File: src/rtl/serial_adder.sv
// Bit-serial adder: one full-adder cell is reused for every bit position, LSB
// first, with the carry held in a flop between cycles.
module serial_adder #(
    parameter int WIDTH = 8
) (
    input  logic             clk,
    input  logic             rst,
    input  logic             start,
    input  logic [WIDTH-1:0] a_in,
    input  logic [WIDTH-1:0] b_in,
    input  logic             cin,
    output logic             busy,
    output logic             done,
    output logic [WIDTH-1:0] sum_out,
    output logic             cout
);

    localparam int CNT_W = (WIDTH < 2) ? 1 : $clog2(WIDTH + 1);

    typedef enum logic [1:0] {
        S_IDLE = 2'd0,
        S_ADD  = 2'd1,
        S_DONE = 2'd2
    } state_t;

    state_t             state_q, state_d;
    logic [WIDTH-1:0]   a_sh_q, a_sh_d;
    logic [WIDTH-1:0]   b_sh_q, b_sh_d;
    logic [WIDTH-1:0]   r_sh_q, r_sh_d;
    logic               carry_q, carry_d;
    logic [CNT_W-1:0]   cnt_q, cnt_d;
    logic [WIDTH-1:0]   sum_q, sum_d;
    logic               cout_q, cout_d;

    logic               bit_sum;
    logic               bit_carry;
    logic               last_bit;
    logic [WIDTH-1:0]   r_shift;

    // Full-adder cell operating on the current LSBs and the stored carry.
    assign bit_sum   = a_sh_q[0] ^ b_sh_q[0] ^ carry_q;
    assign bit_carry = (a_sh_q[0] & b_sh_q[0]) | (a_sh_q[0] & carry_q) | (b_sh_q[0] & carry_q);
    assign last_bit  = (cnt_q == CNT_W'(WIDTH - 1));
    assign r_shift   = WIDTH'({bit_sum, r_sh_q} >> 1);

    always_ff @(posedge clk) begin
        if (rst) begin
            state_q <= S_IDLE;
            a_sh_q  <= '0;
            b_sh_q  <= '0;
            r_sh_q  <= '0;
            carry_q <= 1'b0;
            cnt_q   <= '0;
            sum_q   <= '0;
            cout_q  <= 1'b0;
        end else begin
            state_q <= state_d;
            a_sh_q  <= a_sh_d;
            b_sh_q  <= b_sh_d;
            r_sh_q  <= r_sh_d;
            carry_q <= carry_d;
            cnt_q   <= cnt_d;
            sum_q   <= sum_d;
            cout_q  <= cout_d;
        end
    end

    always_comb begin
        state_d = state_q;
        case (state_q)
            S_IDLE:  if (start) state_d = S_ADD;
            S_ADD:   if (last_bit) state_d = S_DONE;
            S_DONE:  state_d = S_IDLE;
            default: state_d = S_IDLE;
        endcase
    end

    // Datapath next-state; the visible result only changes on the completing edge.
    always_comb begin
        a_sh_d  = a_sh_q;
        b_sh_d  = b_sh_q;
        r_sh_d  = r_sh_q;
        carry_d = carry_q;
        cnt_d   = cnt_q;
        sum_d   = sum_q;
        cout_d  = cout_q;
        case (state_q)
            S_IDLE: begin
                if (start) begin
                    a_sh_d  = a_in;
                    b_sh_d  = b_in;
                    r_sh_d  = '0;
                    carry_d = cin;
                    cnt_d   = '0;
                end
            end
            S_ADD: begin
                a_sh_d  = a_sh_q >> 1;
                b_sh_d  = b_sh_q >> 1;
                r_sh_d  = r_shift;
                carry_d = bit_carry;
                cnt_d   = cnt_q + CNT_W'(1);
                if (last_bit) begin
                    sum_d  = r_shift;
                    cout_d = bit_carry;
                end
            end
            default: ;
        endcase
    end

    always_comb begin
        busy    = (state_q == S_ADD);
        done    = (state_q == S_DONE);
        sum_out = sum_q;
        cout    = cout_q;
    end

endmodule
File: config.mk
export PLATFORM = sky130hd
export DESIGN_NAME = serial_adder
export DESIGN_NICKNAME = d
export VERILOG_FILES = /design/src/rtl/serial_adder.sv
export SDC_FILE = /design/constraint.sdc
export NUM_CORES = 1
export LEC_CHECK = 0
export ABC_CLOCK_PERIOD_IN_PS = 1600
export BUFFER_PORTS_ARGS = -buffer_cell sky130_fd_sc_hd__buf_2
export CAP_MARGIN = 15
export CORE_MARGIN = 4
export CORE_UTILIZATION = 25
export DETAILED_ROUTE_END_ITERATION = 7
export HOLD_SLACK_MARGIN = 0.1
export PLACE_DENSITY = 0.4
export SETUP_SLACK_MARGIN = 0.05
export SYNTH_ARGS = -nofsm -noshare
export SYNTH_HDL_FRONTEND = slang
export SYNTH_SLANG_ARGS = --single-unit
File: constraint.sdc
create_clock -name clk -period 1.6 [get_ports clk]
set_input_delay 0.32 -clock clk [delete_from_list [all_inputs] [get_ports clk]]
set_output_delay 0.32 -clock clk [all_outputs]
set_load 0.01 [all_outputs]
* Yosys cells after proc, flatten, opt, wreduce, memory -nomap -nowiden
Index checks and enable logic that the tools add are counted.
** Operators by class
- $add $sub $neg :: 1
- Equality and inequality tests :: 5
- Muxes and demuxes :: 13
- Bitwise logic cells :: 7
- Reductions and logical operators :: 5
** Operators with widths (number)
- 8-bit one-hot mux with 2 select lines :: 3
- 8-bit 2-to-1 mux :: 3
- 4-bit one-hot mux with 2 select lines :: 1
- 2-bit AND reduction :: 3
- 4-bit by 1-bit adder with 4-bit output (second input constant) :: 1
- 4-bit by 3-bit == test with 1-bit output (second input constant) :: 1
- 2-bit 2-to-1 mux :: 2
- 4-bit 2-to-1 mux :: 1
- 2-bit one-hot mux with 2 select lines :: 1
- 1-bit AND :: 3
- 2-bit by 1-bit == test with 1-bit output (second input constant) :: 1
- 2-bit == test (second input constant) :: 1
- 2-bit zero test :: 1
- 2-bit by 1-bit != test with 1-bit output (second input constant) :: 1
- 2-bit != test (second input constant) :: 1
- 1-bit bitwise OR :: 2
- 1-bit one-hot mux with 2 select lines :: 1
- 2-bit nonzero test :: 1
- 1-bit XOR :: 2
- 1-bit 2-to-1 mux :: 1
** Word-level totals
- Register bits :: 40
- Word-level logic and storage cells :: 39

* Logic depth before layout (Yosys ltp)
- Word-level depth :: 4
- Mapped depth :: 6
- Mapped depth without buffers :: 4

* Worst setup path after synthesis
Ideal clock, no wire load.
- Path kind :: reg-to-output
- From :: register state_q[1]
- To :: output port done
- Data arrival time :: 0.925 ns
- Path slack :: 0.355 ns
- Stages on the path, launching flop included :: 4
- Path through :: dfxtp_1 buf_2 buf_2 nor2b_1
** On the way
- Longest elaborated chain between the ends :: 1
** Ends and longest elaborated chain
- start: declaration :: RTL line 26 : state_t state_q, state_d;
- start signal: assignment :: RTL line 57 : state_q <= state_d;
- 2-bit == test :: RTL line 114 : done = (state_q == S_DONE);
- end: declaration :: RTL line 13 : output logic done,
Every way passes these cells.

* Worst setup path after layout
- From :: register state_q[1]
- To :: output port busy
** On the way
- Longest elaborated chain between the ends :: 1
** Ends and longest elaborated chain
- 2-bit by 1-bit == test with 1-bit output :: RTL line 113 : busy = (state_q == S_ADD);
- end: declaration :: RTL line 12 : output logic busy,
Every way passes these cells.

==> results.cfg <==
[run_status]
status = complete, no violations

[worst_setup_path]
crit_path_start_kind = flop
crit_type = flop to primary output
slowest_delay_ns = 0.40
cp_max_fo = 6
critPathCaptureType = primary output
cp_cell_sequence = nand2b_1 -> inv_4 -> buf_2
path_delay_family = flip-flops
worstPathArrival_ns = 1.12
worst_path_max_delay_cell = dfxtp_2
worst-path-buf-inv = 2
worst_ep_required_time_ns = 1.28

[pwr]
switchingPower_uw = 546.4
p_seq_share_pct = 45.5
switching_share_pct = 23.61
totalPowerFinal_mw = 2.314
ir_worst_vdd_v = 0.0003596
power_frac_comb_pct = 11.5
p_per_area_nw_per_um2 = 1017
p_leak_nw = 0.9355
clkPwrFrac_pct = 42.9
intPower_mw = 1.768

[floorplan]
io_pins = 31
die_h_um = 93.04
die_x_um = 93.04
die-area_um2 = 8656
rows = 30
core_area_um2 = 6907
start_util_pct = 26.18

[placed_design]
dp.cells = 333
hpwlAfterDp_um = 3159
finalWeightedCongestion = 0.6683
place_area_um2 = 2090
numPortBuffers = 30

[sta]
finalMaxSlewViolations = 0
relSlewSlack_pct = 72.23
setup_violations = 0
fin_crit_sh_pct = 90.14
period_minus_slack_ns = 1.442
skew_ns = 0.006428
rsz0062_at_grt = false
whs_ns = 0.3006
fmax_mhz = 693.3
fin_tns_setup_ns = 0
worst_slew_pin_slew_ns = 0.4156
finalHoldViolCount = 0

[clock_tree]
insertion_delay_ns = 0.30
clk_pin_slew_ns = 0.08
cts_tree = done
cts.sinks = 39
cts_made_buffers = 5
htree_num_levels = 2
root_buffer = clkbuf_8
cts_buffer_depth = 2

[logic_synthesis]
synth-seq-cells = 39
yosysWarnings = 0
ys_seq_area_share_pct = 43.18
synth_edf_count = 0
synth_cells = 213
syn_nets = 235
syn_area_um2 = 1808
synthArstFlopShare_pct = 0
syn-mean-instance-area_um2 = 8.488
ys_types = 30
yosys_most_used_dff = dfxtp_1

[drt]
dr.pass1.iters = 4
viasPerCell = 4.759
drtIter0Drc = 53
drcViolationCount = 0
ant_nets = 0
avgRoutedWirePerCell_um = 14.19
vias = 1642
routed_wl_um = 4894

[global_route]
antenna_found_initial = 0
grt_max_degree = 32
grt.overflow.total = 0
first_global_vias = 1585
grt_pass1_wl_um = 7990
grt_usage_pct = 11.53

[layout]
nets = 270
fin_cells = 345
fill_cells = 759
area_delta_synth_final_pct = 25.81
drive_above_1_share_pct = 30.12
antennaDiodeCount = 0
fin_area_um2 = 2275

[worst_hold_path]
min_path_type = input port to flop

[flow_run]
cap_viol_max_count = 0
==> worst min-delay path, cell delays in order <==
cell     delay (ns)
buf_2          0.07
a21oi_1        0.05
o22ai_1        0.11
==> repair_timing <==
action,in CTS,in global routing
buffers inserted,0,3
gates resized for setup,2,2
setup endpoints to repair,1,2
hold buffers,0,0
gates cloned,0,1
pin swaps,0,0
==> per-layer routing <==
metal / vias to the layer above / wire length (um) / global-route usage (%)
met5: - / 0 / 0
met4: 0 / 70 / 4.029
met3: 7 / 133 / 2.494
met2: 24 / 2219 / 17.70
met1: 778 / 2472 / 15.93
li1: 833 / - / -
==> cell families after synthesis <==
group           Yosys count  synth area share, %
compound gates           78                30.66
simple gates             61                15.99
flops                    39                43.18
buf+inv                  33                8.373
fa+ha+maj                 2                1.799
==> power by group through the flow <==
stage               combinational, mW  sequential, mW  clock (mW)
floorplan                       0.183            1.06           0
global placement                0.261            1.08           0
detailed placement              0.262            1.08           0
CTS                             0.263            1.05        1.01
global route                    0.300            1.06        1.06
finish                          0.267            1.05       0.994
==> worst paths after layout <==
path | from | endpoint | slack (ns) | depth (start not counted)
worst max-delay path | state_q[1]$_SDFFE_PP0P_ | busy | 0.16 | 3
worst min-delay path | b_in[7] | b_sh_q[7]$_SDFFE_PP0P_ | 0.30 | 3
worst min register to register | sum_out[4]$_SDFFE_PP0P_ | sum_out[4]$_SDFFE_PP0P_ | 0.47 | 2
worst max register to register | cnt_q[0]$_SDFFE_PP0P_ | sum_out[7]$_SDFFE_PP0P_ | 0.21 | 4
==> placed cells by master, fill, tap and decap left out, types with 2 or more instances in the layout <==
cell type  instances
buf_2             30
nand2b_1           4
buf_4             15
bufinv_16          2
clkbuf_8           5
inv_1             13
nand3_1           11
dfxtp_2            2
nor2_1            29
nor2b_1            4
nor3_1             3
o22a_1             4
or3b_2             2
o221a_2           13
a22oi_1            8
dfxtp_1           37
o31ai_1            9
a21oi_1           36
o22ai_1            2
a211oi_1           2
nand2_1            4
==> cell type report <==
| type | instances | area [um2] | area share, % |
|---|---|---|---|
| Tap cell | 96 | 120.1 | 5.281 |
| Sequential cell | 39 | 783.3 | 34.43 |
| Clock buffer | 6 | 72.57 | 3.190 |
| Timing Repair Buffer | 47 | 307.8 | 13.53 |
| Inverter | 14 | 55.05 | 2.420 |
| Clock inverter | 2 | 60.06 | 2.640 |
| Multi-Input combinational cell | 141 | 875.8 | 38.50 |
==> sequential cells by signal, summed over array words and instances, names as in the netlist <==
name	flops
a_sh_q	8
b_sh_q	8
carry_q	1
cnt_q	4
cout	1
r_sh_q	7
state_q	2
sum_out	8
==> per-stage QoR <==
stage	util (%)	worst slack [ns]
floorplan	-	0.3551
global placement	30.25	0.1993
detailed placement	30.25	0.1903
CTS	32.19	0.06510
global route	32.93	0.06420
finish	32.93	0.1577
==> Yosys cell counts, types with 2 or more instances <==
| cell type | count | area (um2) |
|---|---|---|
| buf_4 | 2 | 15.01 |
| nand2b_1 | 4 | 25.02 |
| inv_1 | 14 | 52.55 |
| nand3_1 | 11 | 55.05 |
| nand2_1 | 4 | 15.01 |
| a22oi_1 | 8 | 60.06 |
| a21oi_1 | 36 | 180.2 |
| buf_2 | 10 | 50.05 |
| clkbuf_1 | 6 | 22.52 |
| nor3_1 | 3 | 15.01 |
| dfxtp_1 | 39 | 780.8 |
| o22a_1 | 4 | 35.03 |
| nor2_1 | 29 | 108.9 |
| or3b_2 | 2 | 17.52 |
| nor2b_1 | 4 | 25.02 |
| o22ai_1 | 2 | 12.51 |
| o31ai_1 | 9 | 67.56 |
| a211oi_1 | 2 | 15.01 |
| o221a_2 | 13 | 146.4 |
No activity file was read; power rests on OpenSTA's default activity.
